File: src/rtl/aska_spi_frame_rx.sv
// aska_spi_frame_rx
//   SPI mode-0 slave frame receiver and configuration register file for the
//   ASKA stimulator core. A write frame is one CS-low window that carries an
//   ADDR_W-bit address and then a DATA_W-bit data word, MSB first. On CS
//   release the word is committed to conf0/conf1/ele1/ele2, or the frame is
//   rejected. The SPI pins are oversampled on clk, which must run at least
//   4x SPI_Clk. There is no SPI clock domain.
//
// Ports
//   clk, reset_l          system clock, synchronous active-low reset
//   SPI_CS/Clk/MOSI       asynchronous SPI slave pins (CS active-low)
//   conf0, conf1          registers at address 0x00 / 0x01
//   ele1, ele2            electrode masks at address 0x02 / 0x03
//   wr_strobe             one-clk pulse per successful commit
//   wr_addr               address of the last commit (held)
//   frame_error           one-clk pulse per rejected frame
//   busy                  frame in progress (RX or FULL)
module aska_spi_frame_rx #(
  parameter int SYNC_STAGES = 2,
  parameter int ADDR_W      = 8,
  parameter int DATA_W      = 32,
  parameter int NUM_REGS    = 4
) (
  input  logic              clk,
  input  logic              reset_l,
  input  logic              SPI_CS,
  input  logic              SPI_Clk,
  input  logic              SPI_MOSI,
  output logic [DATA_W-1:0] conf0,
  output logic [DATA_W-1:0] conf1,
  output logic [DATA_W-1:0] ele1,
  output logic [DATA_W-1:0] ele2,
  output logic              wr_strobe,
  output logic [ADDR_W-1:0] wr_addr,
  output logic              frame_error,
  output logic              busy
);

  // Fewer than two synchronizer flops is not metastability-safe, so clamp.
  localparam int SS      = (SYNC_STAGES < 2) ? 2 : SYNC_STAGES;
  localparam int FRAME_W = ADDR_W + DATA_W;
  localparam int CNT_W   = $clog2(FRAME_W + 1);
  localparam logic [CNT_W-1:0]  FULL_CNT = CNT_W'(FRAME_W);
  localparam logic [ADDR_W:0]   REG_LIM  = (ADDR_W + 1)'(NUM_REGS);

  typedef struct packed {
    logic [ADDR_W-1:0] addr;
    logic [DATA_W-1:0] data;
  } frame_t;

  typedef enum logic [1:0] {IDLE, RX, FULL} state_t;

  // Pin synchronizers and edge history
  // These flops are left out of reset on purpose: they keep tracking the pins
  // while reset_l is low. If CS is still low when reset releases, no cs_fall is
  // seen, so a frame that reset interrupted cannot restart halfway through.
  logic [SS-1:0] cs_sync, sck_sync, mosi_sync;
  logic          cs_d, sck_d;

  always_ff @(posedge clk) begin
    cs_sync   <= {cs_sync[SS-2:0],   SPI_CS};
    sck_sync  <= {sck_sync[SS-2:0],  SPI_Clk};
    mosi_sync <= {mosi_sync[SS-2:0], SPI_MOSI};
    cs_d      <= cs_sync[SS-1];
    sck_d     <= sck_sync[SS-1];
  end

  logic cs_s, sck_s, mosi_s;
  logic cs_fall, cs_rise, sck_rise;

  assign cs_s     = cs_sync[SS-1];
  assign sck_s    = sck_sync[SS-1];
  assign mosi_s   = mosi_sync[SS-1];
  assign cs_fall  = cs_d & ~cs_s;
  assign cs_rise  = ~cs_d & cs_s;
  assign sck_rise = ~sck_d & sck_s;

  // Frame receiver and register file
  state_t                             state;
  logic [FRAME_W-1:0]                 sr;
  logic [CNT_W-1:0]                   bitcnt;
  logic                               ovf;
  logic [NUM_REGS-1:0][DATA_W-1:0]    regs;

  frame_t fr;
  logic   commit_ok;

  assign fr        = frame_t'(sr);
  assign commit_ok = (bitcnt == FULL_CNT) && !ovf && ({1'b0, fr.addr} < REG_LIM);

  always_ff @(posedge clk) begin
    if (!reset_l) begin
      state       <= IDLE;
      sr          <= '0;
      bitcnt      <= '0;
      ovf         <= 1'b0;
      regs        <= '0;
      wr_strobe   <= 1'b0;
      wr_addr     <= '0;
      frame_error <= 1'b0;
      busy        <= 1'b0;
    end else begin
      wr_strobe   <= 1'b0;
      frame_error <= 1'b0;
      // cs_rise takes priority over a coincident sck_rise. That SCK edge is
      // dropped, and the frame is judged on the bits already shifted in.
      if (state != IDLE && cs_rise) begin
        state <= IDLE;
        busy  <= 1'b0;
        if (commit_ok) begin
          for (int i = 0; i < NUM_REGS; i++)
            if ({1'b0, fr.addr} == (ADDR_W + 1)'(i)) regs[i] <= fr.data;
          wr_strobe <= 1'b1;
          wr_addr   <= fr.addr;
        end else begin
          frame_error <= 1'b1;
        end
      end else begin
        case (state)
          IDLE: if (cs_fall) begin
            bitcnt <= '0;
            ovf    <= 1'b0;
            state  <= RX;
            busy   <= 1'b1;
          end
          RX: if (sck_rise) begin
            sr     <= {sr[FRAME_W-2:0], mosi_s};
            bitcnt <= bitcnt + 1'b1;
            if (bitcnt == FULL_CNT - 1'b1) state <= FULL;
          end
          // The shift register is frozen here. Any extra clocks mark the
          // frame as over-length so that the commit rejects it.
          FULL: if (sck_rise) ovf <= 1'b1;
          default: begin
            state <= IDLE;
            busy  <= 1'b0;
          end
        endcase
      end
    end
  end

  // Fixed output map; addresses beyond NUM_REGS read as zero.
  logic [3:0][DATA_W-1:0] reg_view;

  for (genvar i = 0; i < 4; i++) begin : g_view
    if (i < NUM_REGS) begin : g_reg
      assign reg_view[i] = regs[i];
    end else begin : g_zero
      assign reg_view[i] = '0;
    end
  end

  assign conf0 = reg_view[0];
  assign conf1 = reg_view[1];
  assign ele1  = reg_view[2];
  assign ele2  = reg_view[3];

endmodule
File: config.mk
export PLATFORM = sky130hd
export DESIGN_NAME = aska_spi_frame_rx
export DESIGN_NICKNAME = d
export VERILOG_FILES = /design/src/rtl/aska_spi_frame_rx.sv
export SDC_FILE = /design/constraint.sdc
export NUM_CORES = 1
export LEC_CHECK = 0
export ABC_AREA = 1
export CAP_MARGIN = 5
export CORE_ASPECT_RATIO = 1.75
export CORE_MARGIN = 3
export CORE_UTILIZATION = 60
export CTS_CLUSTER_DIAMETER = 120
export DETAILED_ROUTE_END_ITERATION = 10
export DONT_BUFFER_PORTS = 1
export PLACE_DENSITY_LB_ADDON = 0.12
export SLEW_MARGIN = 10
export SYNTH_ARGS = -nofsm -noshare
export SYNTH_HDL_FRONTEND = slang
export SYNTH_SLANG_ARGS = --single-unit
File: constraint.sdc
create_clock -name clk -period 2.3 [get_ports clk]
set_input_delay 0.46 -clock clk [delete_from_list [all_inputs] [get_ports clk]]
set_output_delay 0.46 -clock clk [all_outputs]
set_load 0.02 [all_outputs]
After elaboration in Yosys (flattened, before gate mapping)

Index checks and enable logic that the tools add are counted.

$add $sub $neg: 1
Reduce and logical (&&, ||, !) cells: 22
Equality and inequality tests: 11
$lt $le $gt $ge: 1
Bitwise gates (word level): 10
Muxes and demuxes: 14

Operator list:

| kind                  | count |
|---|---|
| $eq A8 B2 Y1 const B  | 2 |
| $reduce_and A3 Y1     | 5 |
| $eq A6 B6 Y1 const B  | 2 |
| $mux W6               | 2 |
| $pmux W6 S2           | 1 |
| $reduce_and A4 Y1     | 3 |
| $eq A8 B1 Y1 const B  | 1 |
| $logic_not A8 Y1      | 1 |
| $lt A8 B3 Y1 const B  | 1 |
| $ne A2 B2 Y1 const B  | 4 |
| $not A1 Y1            | 7 |
| $add A6 B1 Y6 const B | 1 |
| $mux W2               | 3 |
| $pmux W2 S3           | 1 |
| $reduce_and A2 Y1     | 3 |
| $reduce_bool A2 Y1    | 3 |
| $mux W1               | 5 |
| $pmux W1 S2           | 2 |
| $reduce_or A2 Y1      | 2 |
| $and A1 B1 Y1         | 3 |
| $logic_and A1 B1 Y1   | 3 |
| $eq A2 B1 Y1 const B  | 1 |
| $eq A2 B2 Y1 const B  | 1 |
| $logic_not A2 Y1      | 1 |
| $logic_not A1 Y1      | 1 |

Register bits: 196
Bits of input ports: 5
Word-level logic and storage cells: 76

Depth between registers and ports, before layout

Depth after elaboration: 5
Gate-level depth with buffers: 11

Worst setup path before layout

OpenSTA, ideal clock, no wires.

Path kind: register to register
Start: register state[0]
End: register regs, in the netlist conf1[28]
Setup time: 71 ps
Path slack: 700 ps
Stages on the path, launching flop included: 10
Buffers on the path: 2
Arrival time: 1529 ps
Cell sequence: dfxtp_1 inv_1 ha_1 inv_2 nand3_2 inv_2 buf_2 buf_2 nand4_1 a21oi_1

Longest elaborated chain between the ends: 3

Ends and longest elaborated chain:

| what                               | RTL line | RTL |
|---|---|---|
| from (decl)                        | 79       | `state_t state;` |
| from (signal assigned)             | 93       | `state <= IDLE;` |
| from (signal assigned)             | 108      | `state <= IDLE;` |
| from (signal assigned)             | 123      | `state <= RX;` |
| $reduce_bool A2 Y1                 | 107      | `if (state != IDLE && cs_rise) begin` |
| $logic_and A1 B1 Y1                | 107      |  |
| $reduce_and A3 Y1 (no source line) | --       |  |
| to (signal, indexed assignment)    | 112      | `if ({1'b0, fr.addr} == (ADDR_W + 1)'(i)) regs[i] <= fr.data;` |
| to (decl)                          | 83       | `logic [NUM_REGS-1:0][DATA_W-1:0] regs;` |

Every way passes these cells.
A chain may end at the register's enable or synchronous reset.

Worst setup path in the final report

Start: register state[0]
End: register regs, in the netlist conf0[19]

Same word-level chain as after synthesis.

==> run summary <==
clock-pin slew on the worst setup and hold paths: 0.07 ns
vias: 6276
Hold Path End: mosi_sync[0]
FF+latch count, synth: 196
Power, Total: 7.418 mW
CP max stage delay: 0.35 ns
CP startpoint kind: register
final WL: 18030 um
Leakage: 3.685 nW
slew margin rel.: 70.37%
CTS sink cnt: 196
Pins Over Slew Limit: 0
classification of the worst setup path: reg -> reg
fraction of layout cells with a size suffix above 1: 7.101%
Worst EP required: 2.66 ns
final setup fails: 0
worst vdd ir: 574.2 uV
IO buf count: 0
pre-CTS WS: 0.3757 ns
largest net degree at the start of global routing: 110
reg2reg path depth: 10
CP endpoint kind: register
top-area cell type share of the netlist area: 51.81%
hold_sp: SPI_MOSI
Final min period: 1.942 ns
Crit Reg-Reg Endpoint: conf0[19]
die area: 14060 um^2
wire per inst: 15.30 um
worst-path cell chain: inv_1 > ha_1 > inv_2 > nand3_2 > inv_2 > nand3_4 > buf_12 > nand2_1 > nand2_1 > nor2_1
Syn Area/Cell: 7.396 um^2
Max FO, Critical Path: 40
CTS resizes: 0
TritonCTS clock tree: built
Post-CTS Hold Fix Bufs: 0
most frequent cells in the layout: nand2_1 (227), nor2_1 (216), dfxtp_1 (196), inv_1 (91), a21oi_1 (80)
CTS Root Cell: clkbuf_16
Post-CTS Setup Bufs: 0
fin area: 8307 um^2
ANT nets after route: 0
number of max-cap violations: 0
Worst Tran Pin Value: 0.4438 ns
hpwl dp: 12010 um
core area: 12200 um^2
FF-to-FF setup slack: 0.36 ns
R2R Path Start: state[0]
count of final hold-check violations: 0
Hold Path Class: in -> reg
Clk Latency, worst-skew pair: 0.42 ns
post-route insts no fill: 1179
pwr/cell area: 893.0 nW/um^2
setup ws final: 0.3581 ns
Area Overhead vs Synth: 9.681%
Yosys warning count: 0
Util after Layout: 68.08%
synthesized instance count: 1024
row count: 53
Top-Level Pins: 144
Synth area leaders: dfxtp_1 (52%), nand2_1 (11%), nor2_1 (11%)
Hold Path Cell Cnt: 0
CTS buffer count: 17
Initial Utilization: 62.07%
Pre-antenna DRT Iters: 5
n_diodes: 0
first-pass GRT wire length: 29410 um
commonest non-fill, non-tap cell in the layout: nand2_1
status: complete, no violations
clk_skew: 0.007691 ns
drt via density: 5.323
area of the multi-input gates: 2973 um^2
Post-DP Area: 7694 um^2
RSZ-0062 raised after global routing: no
initial DRC count: 390
Global Route Usage Sum: 25.90%
Cell Area, Synth: 7574 um^2
cell taking the most area after synthesis: dfxtp_1
GPL Wtd Cong: 0.8661
initial antenna violation count: 0
Worst Path Arrival: 2.30 ns
CTS max path bufs: 2
post-synthesis net count: 1034
Die X: 90.93 um
setup tns final: 0 ns
register area share after synthesis: 51.81%
global route overflow: 0
die span in y: 154.6 um
DRC viols: 0
Final #Nets: 1011
Max Fclk: 515.0 MHz
Synth cell types: 26
period utilization: 84.43%
H-tree lvl count: 4
Fill cells: 1114
vias in the first global route: 5755
placed insts: 1147
worst hold margin: 0.05710 ns
Sequential Area: 3924 um^2
Crit-path slowest cell: dfxtp_1
## cell type report
cell class / count / share of cell area [%]
Multi-Input combinational cell: 666 / 35.79
Clock inverter: 13 / 2.048
Inverter: 96 / 4.338
Clock buffer: 19 / 5.332
Timing Repair Buffer: 24 / 2.772
Sequential cell: 196 / 47.24
Tap cell: 165 / 2.485
## where the power goes
group          total [mW]  switching (mW)  internal [mW]
Combinational       0.682           0.471          0.210
Clock                3.06            1.29           1.76
Sequential           3.68           0.173           3.51
## per-layer routing
layer	share of wire, %	global-route usage, %	up-vias
met1	39	29.40	2866
li1	-	-	3192
met4	3.6	12.37	0
met3	5.8	6.569	46
met2	51	45.05	172
met5	0	0	-
## registers in the layout (all words and copies together), names as in the netlist, 6 cells and up
register,count
conf1,32
wr_addr,8
bitcnt,6
fr,40
ele2,32
conf0,32
ele1,32
## Yosys cell counts
library cell,instances
buf_6,5
nand3_1,8
a21oi_1,80
nor2_8,1
nand3_4,2
or2_2,1
nand4_1,66
o31ai_1,1
inv_1,92
o21ai_0,43
dfxtp_1,196
xor2_1,1
o21ai_1,2
o22ai_1,1
clkinv_1,1
inv_2,3
nand2_1,227
nor2_2,5
ha_1,5
o211ai_1,1
buf_2,25
nor2_1,216
nand3_2,3
clkbuf_1,36
nand2_2,1
nor3_1,2
## how the worst max path moves through the flow
stage                  start        end  slack [ns]  cells after the start
global route        state[0]  conf0[10]        0.16                     10
floorplan           state[0]  conf1[28]        0.70                      9
detailed placement  state[0]  conf0[12]        0.38                      9
CTS                 state[0]    ele1[4]        0.35                      9
global placement    state[1]  conf0[13]        0.43                      9
finish              state[0]  conf0[19]        0.36                     10
## cell families after synthesis
kind of cell | share of synthesized area, %
xor+xnor | 0.1157
buf+inv | 8.938
compound gates | 8.541
simple gates | 29.77
flops | 51.81
fa+ha+maj | 0.8260
## worst max-delay path, delay by kind of cell (launching register included)
| family | cells | cell delay (ns) |
|---|---|---|
| buffers and inverters | 4 | 0.65 |
| and+or+nand+nor | 5 | 0.60 |
| DFF | 1 | 0.35 |
| adders and majority gates | 1 | 0.25 |
Note: power is estimated with default switching activity, not from simulation.
